[src/rtl/apb_arbiter_pkg.sv]
// Shared APB fabric definitions: transfer-phase state encoding and index-width helper.
package apb_arbiter_pkg;

  localparam int W_STATE = 2;

  typedef enum logic [W_STATE-1:0] {
    S_IDLE   = 2'd0,
    S_SETUP  = 2'd1,
    S_ACCESS = 2'd2
  } apb_state_e;

  function automatic int idx_width(input int n);
    return (n > 1) ? $clog2(n) : 1;
  endfunction

endpackage

[src/rtl/apb_arbiter_if.sv]
// Bundle of N upstream APB slave ports plus the single downstream APB master port.
// slave modport is the arbiter's view; master modport is the surrounding fabric's view.
interface apb_arbiter_if #(
  parameter int N_PORTS = 2,
  parameter int W_PADDR = 16,
  parameter int W_DATA  = 32
);

  logic [N_PORTS-1:0]         apbs_psel;
  logic [N_PORTS-1:0]         apbs_penable;
  logic [N_PORTS-1:0]         apbs_pwrite;
  logic [N_PORTS*W_PADDR-1:0] apbs_paddr;
  logic [N_PORTS*W_DATA-1:0]  apbs_pwdata;
  logic [N_PORTS-1:0]         apbs_pready;
  logic [N_PORTS*W_DATA-1:0]  apbs_prdata;
  logic [N_PORTS-1:0]         apbs_pslverr;

  logic                       apbm_psel;
  logic                       apbm_penable;
  logic                       apbm_pwrite;
  logic [W_PADDR-1:0]         apbm_paddr;
  logic [W_DATA-1:0]          apbm_pwdata;
  logic                       apbm_pready;
  logic                       apbm_pslverr;
  logic [W_DATA-1:0]          apbm_prdata;

  modport slave (
    input  apbs_psel, apbs_penable, apbs_pwrite, apbs_paddr, apbs_pwdata,
    output apbs_pready, apbs_prdata, apbs_pslverr,
    output apbm_psel, apbm_penable, apbm_pwrite, apbm_paddr, apbm_pwdata,
    input  apbm_pready, apbm_pslverr, apbm_prdata
  );

  modport master (
    output apbs_psel, apbs_penable, apbs_pwrite, apbs_paddr, apbs_pwdata,
    input  apbs_pready, apbs_prdata, apbs_pslverr,
    input  apbm_psel, apbm_penable, apbm_pwrite, apbm_paddr, apbm_pwdata,
    output apbm_pready, apbm_pslverr, apbm_prdata
  );

endinterface

[src/rtl/apb_arbiter_rr_priority_select.sv]
// Combinational rotating-priority picker: first eligible requester at or after i_start wins.
module rr_priority_select
  import apb_arbiter_pkg::*;
#(
  parameter  int N_PORTS = 2,
  localparam int W_IDX   = idx_width(N_PORTS)
) (
  input  logic [N_PORTS-1:0] i_req,
  input  logic [N_PORTS-1:0] i_excl,
  input  logic [W_IDX-1:0]   i_start,
  output logic [N_PORTS-1:0] o_grant,
  output logic [W_IDX-1:0]   o_idx,
  output logic               o_valid
);

  logic [N_PORTS-1:0] w_elig;
  logic [N_PORTS-1:0] w_rot;
  logic [W_IDX:0]     w_sum;
  logic [W_IDX:0]     w_wrap;

  assign w_elig = i_req & ~i_excl;
  // Rotate so that bit 0 is the start position; the lowest set bit is then the winner.
  assign w_rot  = N_PORTS'({w_elig, w_elig} >> i_start);

  // NOTE: every variable written in always_comb gets a default first, otherwise a latch is inferred.
  always_comb begin
    o_valid = 1'b0;
    w_sum   = '0;
    for (int i = N_PORTS - 1; i >= 0; i--) begin
      if (w_rot[i]) begin
        o_valid = 1'b1;
        w_sum   = {1'b0, i_start} + (W_IDX+1)'(i);
      end
    end
  end

  assign w_wrap  = w_sum - (W_IDX+1)'(N_PORTS);
  assign o_idx   = (w_sum >= (W_IDX+1)'(N_PORTS)) ? w_wrap[W_IDX-1:0] : w_sum[W_IDX-1:0];
  assign o_grant = o_valid ? (N_PORTS'(1) << o_idx) : '0;

endmodule

[src/rtl/apb_arbiter.sv]
// Shares one downstream APB master among N_PORTS upstream APB requesters.
// APB_ARBITER_RR_EN selects round-robin; otherwise fixed priority (lowest index wins).
module apb_arbiter
  import apb_arbiter_pkg::*;
#(
  parameter int N_PORTS = 2,
  parameter int W_PADDR = 16,
  parameter int W_DATA  = 32
) (
  input  logic         clk,
  input  logic         rst,
  apb_arbiter_if.slave bus
);

  localparam int W_IDX = idx_width(N_PORTS);

  apb_state_e         r_state;
  apb_state_e         w_state_nxt;
  logic [W_IDX-1:0]   r_grant;
  logic [N_PORTS-1:0] r_grant_oh;
  logic [W_IDX-1:0]   w_start;
  logic [W_IDX-1:0]   w_win_idx;
  logic [N_PORTS-1:0] w_win_oh;
  logic [N_PORTS-1:0] w_excl;
  logic               w_win_valid;
  logic               w_load;
  logic               w_resp_en;

`ifdef APB_ARBITER_RR_EN
  logic [W_IDX-1:0] r_last;

  assign w_start = (r_last == W_IDX'(N_PORTS - 1)) ? '0 : r_last + 1'b1;

  always_ff @(posedge clk or posedge rst) begin
    if (rst)         r_last <= W_IDX'(N_PORTS - 1);
    else if (w_load) r_last <= w_win_idx;
  end
`else
  assign w_start = '0;
`endif

  // The port just served sits out the completion-time arbitration so others cannot starve.
  assign w_excl = (r_state == S_ACCESS) ? r_grant_oh : '0;

  rr_priority_select #(.N_PORTS(N_PORTS)) u_select (
    .i_req   (bus.apbs_psel),
    .i_excl  (w_excl),
    .i_start (w_start),
    .o_grant (w_win_oh),
    .o_idx   (w_win_idx),
    .o_valid (w_win_valid)
  );

  always_comb begin
    w_state_nxt = r_state;
    w_load      = 1'b0;
    case (r_state)
      S_IDLE: begin
        if (w_win_valid) begin
          w_load      = 1'b1;
          w_state_nxt = S_SETUP;
        end
      end
      S_SETUP:  w_state_nxt = S_ACCESS;
      S_ACCESS: begin
        if (bus.apbm_pready) begin
          w_load      = w_win_valid;
          w_state_nxt = w_win_valid ? S_SETUP : S_IDLE;
        end
      end
      default:  w_state_nxt = S_IDLE;
    endcase
  end

  // NOTE: sequential state uses non-blocking assignments so all registers update from pre-edge values.
  always_ff @(posedge clk or posedge rst) begin
    if (rst) begin
      r_state    <= S_IDLE;
      r_grant    <= '0;
      r_grant_oh <= N_PORTS'(1);
    end else begin
      r_state <= w_state_nxt;
      if (w_load) begin
        r_grant    <= w_win_idx;
        r_grant_oh <= w_win_oh;
      end
    end
  end

  assign bus.apbm_psel    = (r_state != S_IDLE);
  assign bus.apbm_penable = (r_state == S_ACCESS);
  assign bus.apbm_pwrite  = bus.apbs_pwrite[r_grant];
  assign bus.apbm_paddr   = bus.apbs_paddr[r_grant*W_PADDR +: W_PADDR];
  assign bus.apbm_pwdata  = bus.apbs_pwdata[r_grant*W_DATA +: W_DATA];

  // A granted port that abandoned its transfer still lets it finish downstream, but gets no response.
  assign w_resp_en        = (r_state == S_ACCESS) && bus.apbs_psel[r_grant];
  assign bus.apbs_pready  = w_resp_en ? (r_grant_oh & {N_PORTS{bus.apbm_pready}})  : '0;
  assign bus.apbs_pslverr = w_resp_en ? (r_grant_oh & {N_PORTS{bus.apbm_pslverr}}) : '0;
  assign bus.apbs_prdata  = {N_PORTS{bus.apbm_prdata}};

endmodule

[src/flat_wrapper.sv]
// flat-port wrapper written by rule: the top's interface ports become plain ports
module apb_arbiter_flat import apb_arbiter_pkg::*;
#(
  parameter int N_PORTS = 2,
  parameter int W_PADDR = 16,
  parameter int W_DATA  = 32
)
  (clk, rst, bus_apbs_psel, bus_apbs_penable, bus_apbs_pwrite, bus_apbs_paddr, bus_apbs_pwdata, bus_apbs_pready, bus_apbs_prdata, bus_apbs_pslverr, bus_apbm_psel, bus_apbm_penable, bus_apbm_pwrite, bus_apbm_paddr, bus_apbm_pwdata, bus_apbm_pready, bus_apbm_pslverr, bus_apbm_prdata);
  apb_arbiter_if #(.N_PORTS(N_PORTS), .W_PADDR(W_PADDR), .W_DATA(W_DATA)) bus_i ();
  input  logic clk;
  input  logic rst;
  input wire logic [$bits(bus_i.apbs_psel)-1:0] bus_apbs_psel;
  input wire logic [$bits(bus_i.apbs_penable)-1:0] bus_apbs_penable;
  input wire logic [$bits(bus_i.apbs_pwrite)-1:0] bus_apbs_pwrite;
  input wire logic [$bits(bus_i.apbs_paddr)-1:0] bus_apbs_paddr;
  input wire logic [$bits(bus_i.apbs_pwdata)-1:0] bus_apbs_pwdata;
  output wire logic [$bits(bus_i.apbs_pready)-1:0] bus_apbs_pready;
  output wire logic [$bits(bus_i.apbs_prdata)-1:0] bus_apbs_prdata;
  output wire logic [$bits(bus_i.apbs_pslverr)-1:0] bus_apbs_pslverr;
  output wire logic [$bits(bus_i.apbm_psel)-1:0] bus_apbm_psel;
  output wire logic [$bits(bus_i.apbm_penable)-1:0] bus_apbm_penable;
  output wire logic [$bits(bus_i.apbm_pwrite)-1:0] bus_apbm_pwrite;
  output wire logic [$bits(bus_i.apbm_paddr)-1:0] bus_apbm_paddr;
  output wire logic [$bits(bus_i.apbm_pwdata)-1:0] bus_apbm_pwdata;
  input wire logic [$bits(bus_i.apbm_pready)-1:0] bus_apbm_pready;
  input wire logic [$bits(bus_i.apbm_pslverr)-1:0] bus_apbm_pslverr;
  input wire logic [$bits(bus_i.apbm_prdata)-1:0] bus_apbm_prdata;
  assign bus_i.apbs_psel = bus_apbs_psel;
  assign bus_i.apbs_penable = bus_apbs_penable;
  assign bus_i.apbs_pwrite = bus_apbs_pwrite;
  assign bus_i.apbs_paddr = bus_apbs_paddr;
  assign bus_i.apbs_pwdata = bus_apbs_pwdata;
  assign bus_apbs_pready = bus_i.apbs_pready;
  assign bus_apbs_prdata = bus_i.apbs_prdata;
  assign bus_apbs_pslverr = bus_i.apbs_pslverr;
  assign bus_apbm_psel = bus_i.apbm_psel;
  assign bus_apbm_penable = bus_i.apbm_penable;
  assign bus_apbm_pwrite = bus_i.apbm_pwrite;
  assign bus_apbm_paddr = bus_i.apbm_paddr;
  assign bus_apbm_pwdata = bus_i.apbm_pwdata;
  assign bus_i.apbm_pready = bus_apbm_pready;
  assign bus_i.apbm_pslverr = bus_apbm_pslverr;
  assign bus_i.apbm_prdata = bus_apbm_prdata;
  apb_arbiter #(.N_PORTS(N_PORTS), .W_PADDR(W_PADDR), .W_DATA(W_DATA)) u_core (.clk(clk), .rst(rst), .bus(bus_i));
endmodule
[config.mk]
export PLATFORM = sky130hd
export DESIGN_NAME = apb_arbiter_flat
export DESIGN_NICKNAME = d
export VERILOG_FILES = /design/src/rtl/apb_arbiter_pkg.sv /design/src/rtl/apb_arbiter_if.sv /design/src/rtl/apb_arbiter_rr_priority_select.sv /design/src/rtl/apb_arbiter.sv /design/src/flat_wrapper.sv
export SDC_FILE = /design/constraint.sdc
export NUM_CORES = 1
export LEC_CHECK = 0
export CORE_AREA = 2 2 99 101
export CTS_BUF_LIST = sky130_fd_sc_hd__clkbuf_4 sky130_fd_sc_hd__clkbuf_8
export DETAILED_ROUTE_END_ITERATION = 7
export DIE_AREA = 0 0 101 103
export PLACE_DENSITY = 0.72
export SLEW_MARGIN = 10
export SYNTH_ARGS = -nofsm -noshare
export SYNTH_HDL_FRONTEND = slang
export SYNTH_SLANG_ARGS = --single-unit
[constraint.sdc]
create_clock -name clk -period 1.78 [get_ports clk]
set_input_delay 0.178 -clock clk [delete_from_list [all_inputs] [get_ports clk]]
set_output_delay 0.178 -clock clk [all_outputs]
set_load 0.1 [all_outputs]
==> impl_metrics.env <==
export IMPL_ys_types=18
export IMPL_antenna_found_initial=0
export IMPL_placed_area_sq_um=3120
export IMPL_finalWirelength_mm=5.22
export IMPL_grt_pass1_wl_mm=7.20
export IMPL_initial_core_util_pct=13.9
export IMPL_initialDrtViolationCount=13
export IMPL_grt_util_met1_pct=9.82
export IMPL_peakVddDrop_v=0.00134
export IMPL_worst_setup_path_type="reg2out"
export IMPL_fillerInstances=943
export IMPL_fp_dieH_um=103
export IMPL_h_tree_depth=1
export IMPL_rsz0062_at_grt="false"
export IMPL_ant_nets=0
export IMPL_dp_slack_ps=121
export IMPL_grt_overflow=0
export IMPL_relSlewSlack_pct=82.7
export IMPL_die_area_sq_um=10400
export IMPL_combPwrFrac_pct=93.0
export IMPL_layout_common_cells="clkdlybuf4s50_1 (103), buf_12 (56), mux2_2 (50)"
export IMPL_vias_per_cell=3.64
export IMPL_port_buffers=158
export IMPL_drt_pass1_iterations=4
export IMPL_whs_ps=131
export IMPL_min_period_ps=1700
export IMPL_power_w=0.00628
export IMPL_cp_start_kind="flip-flop"
export IMPL_clock_latency_ps=230
export IMPL_wl_per_cell_um=14.7
export IMPL_cp_end_kind="primary output"
export IMPL_clockPowerShare_pct=3.6
export IMPL_drive_gt1_share_pct=50.0
export IMPL_powerDensity_nw_per_um2=1980
export IMPL_synth_fp_nets=284
export IMPL_multi_input_area_sq_um=702
export IMPL_core_area_sq_um=9460
export IMPL_dp_hpwl_mm=4.64
export IMPL_power_leakage_nw=1.28
export IMPL_layout_nets=379
export IMPL_max_stage_delay_ps=430
export IMPL_timing_fmax_mhz=587
export IMPL_io_pins=257
export IMPL_num_rows=36
export IMPL_min_period_over_period_pct=95.7
export IMPL_antenna_cells=0
export IMPL_ys_seq_area_share_pct=7.69
export IMPL_yosys_warnings=0
export IMPL_setup_viol=0
export IMPL_crit_required_ps=1600
export IMPL_synth_seq_cells=4
export IMPL_final_max_slew_viol_count=0
export IMPL_syn_inst=146
export IMPL_cts_clk_slew_worst_paths_ps=40
export IMPL_layout_setup_ws_ps=77.1
export IMPL_p_int_w=0.00254
export IMPL_status="finished clean"
export IMPL_p_sw_w=0.00374
export IMPL_grt_use_met3_pct=2.31
export IMPL_worstMarginPinSlew_ps=257
export IMPL_top_usage_layer="met2"
export IMPL_cts_hold_buf=0
export IMPL_cts_buffers=3
export IMPL_fin_setup_tns_ps=0
export IMPL_remaining_drc_errors=0
export IMPL_gp_congestion=0.777
export IMPL_ctsRootBufferMaster="clkbuf_8"
export IMPL_clock_sinks=4
export IMPL_grt_pass1_vias=1371
export IMPL_crit_chain="mux2_4 -> and3_1 -> and2_2 -> buf_12"
export IMPL_grt_use_total_pct=9.08
export IMPL_met2_usage_pct=16.4
export IMPL_hold_violations=0
export IMPL_final_cell_area_sq_um=3170
export IMPL_area_growth_syn_to_layout_pct=140
export IMPL_critPathSlowestCell="dfrtp_2"
export IMPL_drv_cap=0
export IMPL_cts_setup_buffers=0
export IMPL_syn_mean_instance_area_sq_um=9.03
export IMPL_switching_share_pct=59.6
export IMPL_netlist_area_sq_um=1320
export IMPL_grt_start_max_net_pins=34
export IMPL_hold_class="in2async"
export IMPL_crit_arrival_ps=1520
export IMPL_cts_buffer_depth=2
export IMPL_pwr_share_seq_pct=3.4
export IMPL_crit_fanout=3
export IMPL_final_common_cell="clkdlybuf4s50_1"
export IMPL_vias=1290
export IMPL_dieWidth_um=101
export IMPL_regArea_sq_um=103
export IMPL_cts_resized=0
export IMPL_cts_tree="yes"
export IMPL_finalClockSkew_ps=2.77
-- metal layers --
metal / vias to the layer above / share of wire [%]
met5: - / 0
met4: 0 / 2.1
met3: 17 / 6.8
met2: 68 / 57
met1: 590 / 34
li1: 615 / -
-- cells in the mapped netlist (all sizes together) --
cell    instances  area (sq um)
dfstp           1          26.3
inv             3          11.3
or2             1          6.26
a21oi           2          10.0
dfrtp           3          75.1
and3            1          6.26
buf            70           517
o21ai           2          10.0
nor2b           3          18.8
nor2            1          3.75
nand2b          3          18.8
and4            2          17.5
and2            2          12.5
mux2           51           578
a21o            1          7.51
-- path summary, 6_finish.rpt --
path	slack, ps	to	start	cells past startpoint
max	80	bus_apbs_pslverr[0]	u_core.r_grant	4
min	130	u_core.r_state[1]	rst	2
max reg2reg	640	u_core.r_state[0]	u_core.r_grant	4
min reg2reg	510	u_core.r_grant_oh[0]	u_core.r_grant_oh[0]	1
max in group asynchronous	1420	u_core.r_grant_oh[0]	rst	2
min in group clk	360	bus_apbs_prdata[21]	bus_apbm_prdata[21]	0
-- critical path, delay by kind of cell (launching register included) --
kind / cells / cell delay (ps)
flops: 1 / 430
simple gates: 2 / 410
mux: 1 / 300
buf+inv: 1 / 160
-- layout make-up --
type / instances / share of cell area, %
clock buffers: 4 / 1.54
multi-input cells: 69 / 22.2
well taps: 114 / 4.50
inverters: 3 / 0.356
repair buffers: 160 / 68.2
flip-flops and latches: 4 / 3.24
-- power groups by stage --
stage	Clock [W]	Combinational (W)	Sequential [W]
6_report	0.000229	0.00584	0.000211
5_1_grt	0.000239	0.00598	0.000225
4_1_cts	0.000233	0.00590	0.000214
3_5_place_dp	0	0.00589	0.000214
3_3_place_gp	0	0.00584	0.000210
2_1_floorplan	0	0.00442	0.000183
-- per-stage QoR --
step	util, %	instances
after floorplan	-	146
after global placement	33.0	350
after detailed placement	33.0	350
after CTS	33.5	354
after global routing	33.5	354
final	33.5	354
-- cell families (layout without fill, tap and decap cells) --
group | Yosys count | after routing | synth area share [%]
AO/OA/AOI/OAI | 5 | 5 | 2.09
flip-flops | 4 | 4 | 7.69
buffers and inverters | 73 | 167 | 40.0
AND/OR/NAND/NOR | 13 | 13 | 6.36
multiplexers | 51 | 51 | 43.8
-- sequential cells by signal (all words and copies together) (netlist names) --
| name | flops |
|---|---|
| u_core.r_state | 2 |
| u_core.r_grant_oh | 1 |
| u_core.r_grant | 1 |
No activity file was read; power rests on OpenSTA's default activity.
